--- src/rtl/uart_rx.sv ---
// uart_rx: 8N1 asynchronous serial receiver, LSB first, mid-bit sampling.
// The rx pin is synchronised through two flops. A start bit is confirmed
// half a bit after the falling edge, and the data and stop bits are then
// sampled once per bit period. Each good byte goes into a one-entry holding
// register that is drained through a valid/ready handshake. A low stop bit
// raises frame_err. A byte that completes while the holding register is
// still full raises overrun and is dropped.
`timescale 1ns/1ps

module uart_rx #(
    parameter int CLK_FREQ = 50_000_000,
    parameter int BAUD     = 115200
) (
    input  logic       clk,
    input  logic       rst_n,
    input  logic       rx,
    output logic [7:0] data,
    output logic       valid,
    input  logic       ready,
    output logic       frame_err,
    output logic       overrun,
    output logic       busy
);

    localparam int CLKS_PER_BIT = CLK_FREQ / BAUD;
    localparam int HALF_BIT     = CLKS_PER_BIT / 2;

    // Terminal counts for the 9-bit bit-period counter.
    localparam logic [8:0] CNT_BIT_LAST  = 9'(CLKS_PER_BIT - 1);
    localparam logic [8:0] CNT_HALF_LAST = 9'(HALF_BIT - 1);

    typedef enum logic [2:0] {
        ST_IDLE  = 3'd0,
        ST_START = 3'd1,
        ST_DATA  = 3'd2,
        ST_STOP  = 3'd3,
        ST_BREAK = 3'd4
    } state_t;

    // Two-flop synchroniser. Only rx_sync_q is used past this point.
    logic       rx_meta_q;
    logic       rx_sync_q;

    // Frame FSM state.
    state_t     state_q,   state_d;
    logic [8:0] cnt_q,     cnt_d;
    logic [2:0] bit_idx_q, bit_idx_d;
    logic [7:0] shreg_q,   shreg_d;

    // Holding register and the registered status pulses.
    logic [7:0] data_q,      data_d;
    logic       valid_q,     valid_d;
    logic       frame_err_q, frame_err_d;
    logic       overrun_q,   overrun_d;

    // Goes high for one cycle when a stop bit is sampled high.
    logic       deliver_s;

    // Bring the asynchronous rx pin into the clk domain. Reset to idle-high
    // so that reset never looks like a start bit.
    always_ff @(posedge clk or negedge rst_n) begin
        if (!rst_n) begin
            rx_meta_q <= 1'b1;
            rx_sync_q <= 1'b1;
        end else begin
            rx_meta_q <= rx;
            rx_sync_q <= rx_meta_q;
        end
    end

    // Frame sequencing: start qualification, data shifting, stop check and
    // break recovery.
    always_comb begin
        state_d     = state_q;
        cnt_d       = cnt_q;
        bit_idx_d   = bit_idx_q;
        shreg_d     = shreg_q;
        frame_err_d = 1'b0;
        deliver_s   = 1'b0;
        case (state_q)
            ST_IDLE: begin
                if (!rx_sync_q) begin
                    state_d = ST_START;
                    cnt_d   = 9'd0;
                end else begin
                    cnt_d   = 9'd0;
                end
            end
            ST_START: begin
                if (cnt_q == CNT_HALF_LAST) begin
                    cnt_d = 9'd0;
                    if (!rx_sync_q) begin
                        state_d   = ST_DATA;
                        bit_idx_d = 3'd0;
                    end else begin
                        // Line went high again before mid-start: treat it as a glitch.
                        state_d   = ST_IDLE;
                    end
                end else begin
                    cnt_d = cnt_q + 9'd1;
                end
            end
            ST_DATA: begin
                if (cnt_q == CNT_BIT_LAST) begin
                    shreg_d = {rx_sync_q, shreg_q[7:1]};
                    cnt_d   = 9'd0;
                    if (bit_idx_q == 3'd7) begin
                        state_d = ST_STOP;
                    end else begin
                        bit_idx_d = bit_idx_q + 3'd1;
                    end
                end else begin
                    cnt_d = cnt_q + 9'd1;
                end
            end
            ST_STOP: begin
                if (cnt_q == CNT_BIT_LAST) begin
                    cnt_d = 9'd0;
                    if (rx_sync_q) begin
                        // Return at mid-stop so that the next start edge is
                        // caught with half a bit of slack.
                        deliver_s = 1'b1;
                        state_d   = ST_IDLE;
                    end else begin
                        frame_err_d = 1'b1;
                        state_d     = ST_BREAK;
                    end
                end else begin
                    cnt_d = cnt_q + 9'd1;
                end
            end
            ST_BREAK: begin
                // Wait out a held-low line so that it cannot retrigger a frame.
                if (rx_sync_q) begin
                    state_d = ST_IDLE;
                end else begin
                    state_d = ST_BREAK;
                end
                cnt_d = 9'd0;
            end
            default: begin
                state_d = ST_IDLE;
                cnt_d   = 9'd0;
            end
        endcase
    end

    // Holding register: accept a byte when the register is empty or is
    // drained in the same cycle. Otherwise drop the byte and flag overrun.
    always_comb begin
        data_d    = data_q;
        valid_d   = valid_q;
        overrun_d = 1'b0;
        if (deliver_s) begin
            if (!valid_q || ready) begin
                data_d  = shreg_q;
                valid_d = 1'b1;
            end else begin
                overrun_d = 1'b1;
            end
        end else if (valid_q && ready) begin
            valid_d = 1'b0;
        end else begin
            valid_d = valid_q;
        end
    end

    // State, counters, holding register and status pulses.
    always_ff @(posedge clk or negedge rst_n) begin
        if (!rst_n) begin
            state_q     <= ST_IDLE;
            cnt_q       <= 9'd0;
            bit_idx_q   <= 3'd0;
            shreg_q     <= 8'h00;
            data_q      <= 8'h00;
            valid_q     <= 1'b0;
            frame_err_q <= 1'b0;
            overrun_q   <= 1'b0;
        end else begin
            state_q     <= state_d;
            cnt_q       <= cnt_d;
            bit_idx_q   <= bit_idx_d;
            shreg_q     <= shreg_d;
            data_q      <= data_d;
            valid_q     <= valid_d;
            frame_err_q <= frame_err_d;
            overrun_q   <= overrun_d;
        end
    end

    assign data      = data_q;
    assign valid     = valid_q;
    assign frame_err = frame_err_q;
    assign overrun   = overrun_q;
    assign busy      = (state_q != ST_IDLE);

endmodule

--- config.mk ---
export PLATFORM = sky130hd
export DESIGN_NAME = uart_rx
export DESIGN_NICKNAME = d
export VERILOG_FILES = /design/src/rtl/uart_rx.sv
export SDC_FILE = /design/constraint.sdc
export NUM_CORES = 1
export LEC_CHECK = 0
export ABC_AREA = 1
export BUFFER_PORTS_ARGS = -buffer_cell sky130_fd_sc_hd__buf_2
export CAP_MARGIN = 20
export CORE_UTILIZATION = 35
export DETAILED_ROUTE_END_ITERATION = 10
export PLACE_DENSITY_LB_ADDON = 0.3
export SYNTH_ARGS = -nofsm -noshare
export SYNTH_HDL_FRONTEND = slang
export SYNTH_SLANG_ARGS = --single-unit
export TNS_END_PERCENT = 30
--- constraint.sdc ---
create_clock -name clk -period 1.65 [get_ports clk]
set_input_delay 0.0825 -clock clk [delete_from_list [all_inputs] [get_ports clk]]
set_output_delay 0.0825 -clock clk [all_outputs]
set_load 0.1 [all_outputs]
# [After elaboration in Yosys (flattened, before gate mapping)]
# Cells that the tools add are included.
[totals] elab_cells=67 regBits=36 out_inout_bits=12 in_bits=4
[op_classes] reduce_logical=13 mux=27 n_eq_ne=15 add_sub_neg=2
[ops] operator="$mux W3" count=10
[ops] operator="$mux W9" count=2
[ops] operator="$pmux W9 S2" count=1
[ops] operator="$pmux W3 S5" count=1
[ops] operator="$ne A2 B2 Y1 const B" count=7
[ops] operator="$mux W1" count=11
[ops] operator="$reduce_and A5 Y1" count=2
[ops] operator="$add A9 B1 Y9 const B" count=1
[ops] operator="$eq A9 B8 Y1 const B" count=1
[ops] operator="$eq A9 B9 Y1 const B" count=1
[ops] operator="$eq A3 B2 Y1 const B" count=2
[ops] operator="$eq A3 B3 Y1 const B" count=2
[ops] operator="$pmux W3 S2" count=1
[ops] operator="$reduce_and A2 Y1" count=3
[ops] operator="$reduce_bool A2 Y1" count=2
[ops] operator="$add A3 B1 Y3 const B" count=1
[ops] operator="$eq A3 B1 Y1 const B" count=1
[ops] operator="$logic_not A3 Y1" count=1
[ops] operator="$reduce_bool A3 Y1" count=1
[ops] operator="$mux W2" count=1
[ops] operator="$ne A2 B1 Y1 const B" count=1
[ops] operator="$reduce_or A2 Y1" count=1
[ops] operator="$logic_and A1 B1 Y1" count=1
[ops] operator="$logic_not A1 Y1" count=1
[ops] operator="$logic_or A1 B1 Y1" count=1

# [Depth between registers and ports, before layout]
[logic_depth] depth_word=5 ltp_mapped=11 mapped_depth_nobuf=11

# [Worst setup path after synthesis]
# Ideal clock, no wire load.
[synth_path] path_type="flip-flop to flip-flop" startpoint="reg valid_q (netlist: valid)" endpoint="reg overrun_q (netlist: overrun)" setup_slack_ns=-0.060 arrival_ns=1.609 period_less_slack_ns=1.710 stages_incl_launch_ff=4 path_buffers=1 required_ns=1.549 setup_time_ns=0.101 cell_sequence="dfrtp_1 nand2_1 buf_1 nor4_1"
[synth_via] elab_chain_cells=4
[synth_lines] item="start: declaration" line="52" rtl="logic valid_q, valid_d;"
[synth_lines] item="start signal: assignment" line="185" rtl="valid_q <= valid_d;"
[synth_lines] item="$logic_not A1 Y1" line="155" rtl="if (!valid_q || ready) begin"
[synth_lines] item="$logic_or A1 B1 Y1" line="155"
[synth_lines] item="$mux W1" line="155"
[synth_lines] item="$mux W1" line="154" rtl="if (deliver_s) begin"
[synth_lines] item="net overrun_d" line="54" rtl="logic overrun_q, overrun_d;"
[synth_lines] item="end signal: assignment" line="187" rtl="overrun_q <= overrun_d;"
[synth_lines] item="end: declaration" line="54"
# The timed path passes the listed nets, and every way through them passes these cells.
# A chain may end at the register's enable or synchronous reset.

# [Worst setup path after layout]
[layout_path] startpoint="reg cnt_q[1]" endpoint="reg data_q[6] (netlist: data[6])"
[layout_via] elab_chain_cells=4
[layout_lines] item="start: declaration" line="46" rtl="logic [8:0] cnt_q, cnt_d;"
[layout_lines] item="start signal: assignment" line="181" rtl="cnt_q <= cnt_d;"
[layout_lines] item="$eq A9 B9 Y1" line="117" rtl="if (cnt_q == CNT_BIT_LAST) begin"
[layout_lines] item="$mux W1" line="117"
[layout_lines] item="$mux W1" line="80" rtl="case (state_q)"
[layout_lines] item="$reduce_and A2 Y1 (no line)"
[layout_lines] item="end signal: assignment" line="184" rtl="data_q <= data_d;"
[layout_lines] item="end: declaration" line="51" rtl="logic [7:0] data_q, data_d;"
# Every way passes these cells.

==> flow_metrics.py <==
metrics = {
    "outcome": {
        "outcome": "finished with violations",
        "violations": "DRC",
    },
    "clock_network": {
        "path_clk_slew_ns": 0.07,
        "htree_levels": 2,
        "cts.root.buffer_cell": "clkbuf_8",
        "cts_max_path_buffers": 2,
        "clk_latency_ns": 0.29,
        "tritoncts": "built",
        "cts_made_buffers": 5,
        "cts.sinks": 36,
    },
    "timing": {
        "min_period_over_period": 0.9618,
        "setup_violations": 0,
        "post-route-min-period_ns": 1.587,
        "timing.fmax_mhz": 630.1,
        "tightest_slew_ns": 0.7286,
        "hold_viol": 0,
        "setup_ws_ns": 0.06296,
        "skew_ns": 0.002812,
        "rsz0062_at_grt": "true",
        "slew_violations": 0,
        "fin_hold_ws_ns": 0.3356,
        "relSlewSlack": 0.5143,
    },
    "worst_setup_path": {
        "rr_startpoint": "cnt_q[1]",
        "worstPathMaxFanout": 7,
        "r2r_end": "data[6]",
        "critPathCaptureType": "flop",
        "worstRegToRegCells": 9,
        "arrival_ns": 1.82,
        "required_ns": 1.88,
        "startpoint_type": "flop",
        "worstSetupPathType": "flop to flop",
        "r2r_slack_ns": 0.06,
    },
    "layout": {
        "syn_to_final_growth_pct": 22.11,
        "stdcell_area_sq_mm": 0.002038,
        "multi_input_area_sq_um": 696.9,
        "final_util": 0.4555,
        "diodes": 0,
        "fillers": 445,
        "nets": 238,
        "final_layout_size_suffix_gt1_frac": 0.2522,
        "seq_area_sq_um": 904.6,
    },
    "pwr": {
        "powerDensity_mw_per_mm2": 764.3,
        "total_power_mw": 1.558,
        "p_leak_nw": 1.072,
        "ir_worst_vdd_uv": 381.2,
    },
    "yosys": {
        "synth_area_per_cell_sq_um": 8.430,
        "yosysWarnings": 0,
        "yosysUniqueCellTypes": 24,
        "postSynthCellCount": 198,
        "async_reset_ff_frac": 1.000,
        "synth_flop_cell": "dfrtp_1",
        "synth_area_sq_mm": 0.001669,
        "synth_edf_count": 0,
        "synthesis.nets": 207,
        "yosys_register_bits": 36,
        "ys_seq_area_frac": 0.5412,
    },
    "floorplan": {
        "start_util": 0.3730,
        "fp.dieW_um": 71.06,
        "num_io_pins": 16,
        "core_sq_mm": 0.004474,
        "row_count": 24,
        "die_h_um": 71.06,
        "die_area_sq_mm": 0.005049,
    },
    "global_routing": {
        "grt.total_usage": 0.1421,
        "grt_pass1_vias": 1242,
        "grt_first_pass_wirelength_mm": 5.506,
        "grt_max_degree": 34,
        "antenna_found_initial": 0,
        "grt_overflow_total": 0,
    },
    "route": {
        "drt-initial-drc-count": 59,
        "via_count": 1319,
        "drc": 1,
        "ant_nets": 0,
        "viasPerCell": 4.677,
        "first_pass_iters": 7,
        "wl_mm": 3.142,
        "routedWlPerCell_um": 11.14,
    },
    "place": {
        "dpl_worst_slack_ns": 0.03663,
        "portBuffers": 15,
        "dp_hpwl_mm": 2.139,
        "place.gp.congestion": 0.8313,
        "place_area_sq_mm": 0.001833,
    },
    "min_path": {
        "min_path_type": "primary input to flop",
        "whs_endpoint": "overrun",
        "min_from": "ready",
        "hold_depth": 4,
    },
    "job": {
        "maxCapViolCount": 0,
    },
}
## layout by cell type, fill, tap and decap left out, types with 3 or more instances in the layout
| cell | count |
|---|---|
| a21oi_1 | 5 |
| buf_2 | 15 |
| buf_4 | 8 |
| clkbuf_8 | 6 |
| dfrtp_1 | 33 |
| ha_1 | 4 |
| inv_1 | 25 |
| inv_2 | 3 |
| nand2_1 | 44 |
| nand2_2 | 9 |
| nand2_4 | 3 |
| nand3_1 | 20 |
| nor2_1 | 18 |
| nor2_2 | 4 |
| nor3_1 | 6 |
| o21ai_0 | 8 |
## through the flow
step,setup TNS (ns),cells
finish,0,282
global route,-0.1771,282
global placement,0,268
detailed placement,0,268
CTS,0,278
floorplan,0,198
## cells in the mapped netlist, types with 2 or more instances
master,n,area share
a21oi_1,5,0.015
dfrtp_1,34,0.51
dfstp_2,2,0.031
ha_1,5,0.037
inv_1,26,0.058
inv_2,2,0.0045
nand2_1,52,0.12
nand2_2,3,0.011
nand3_1,20,0.060
nor2_1,21,0.047
nor2_2,2,0.0075
nor3_1,6,0.018
o21ai_0,8,0.024
xor2_1,2,0.010
## layer usage
metal  vias to the layer above  wire length, um  track usage
met5                         -                0            0
met4                         0               40      0.05333
met3                         4              136      0.04701
met2                        23             1443       0.2105
met1                       610             1522       0.1938
li1                        682                -            -
## repair_timing
| item | 4_1_cts | 5_1_grt |
|---|---|---|
| hold endpoints to repair | 31 | 0 |
| hold buffers | 2 | 0 |
| gates resized for setup | 0 | 19 |
| setup endpoints to repair | 0 | 28 |
| setup buffers | 0 | 4 |
## area by class of cell
cell class                 instances  area share
sequential                        36      0.4438
clock buffer                       6     0.04052
timing repair buffer              26     0.08165
clock inverter                     2    0.004911
inverter                          29     0.05525
multi-input combinational        131      0.3419
tap                               52     0.03192
## flip-flops by register name, indices dropped and copies added, names as in the netlist
| register | count |
|---|---|
| state_q | 3 |
| overrun | 1 |
| valid | 1 |
| shreg_q | 8 |
| frame_err | 1 |
| rx_sync_q | 1 |
| cnt_q | 9 |
| bit_idx_q | 3 |
| data | 8 |
| rx_meta_q | 1 |
## how the worst max path moves through the flow
stage / start / end / slack (ns) / cells past startpoint
after floorplan: cnt_q[1] / data[0] / 0.18 / 9
after global placement: cnt_q[1] / data[3] / 0.08 / 9
after detailed placement: cnt_q[1] / data[3] / 0.04 / 9
after CTS: cnt_q[1] / data[3] / 0.02 / 9
after global routing: cnt_q[1] / data[3] / -0.03 / 9
final: cnt_q[1] / data[6] / 0.06 / 9
## cells by family (layout without fill, tap and decap cells)
group,count (synthesis),count (layout),synth area share
AND/OR/NAND/NOR,108,108,0.2849
flip-flops,36,36,0.5412
buffers and inverters,31,63,0.07421
AO/OA/AOI/OAI,15,15,0.04647
adder cells (fa/ha/maj),5,5,0.03748
XOR/XNOR,3,3,0.01575
## worst max-delay path, cell delays in order (launching register included)
cell     delay [ns]
dfrtp_1        0.41
inv_2          0.09
ha_4           0.13
nand2_4        0.05
nor2_4         0.12
nand2_4        0.09
nor3_4         0.30
buf_6          0.16
nand3_1        0.09
nand2_2        0.09
## where the power goes
| part | leakage [nW] | internal [mW] | switching [mW] |
|---|---|---|---|
| clock network | 0.0510 | 0.333 | 0.308 |
| registers | 0.480 | 0.887 | 0.00167 |
| logic | 0.541 | 0.00789 | 0.0212 |
| total | 1.07 | 1.23 | 0.331 |
(Power assumes the default switching activity.)
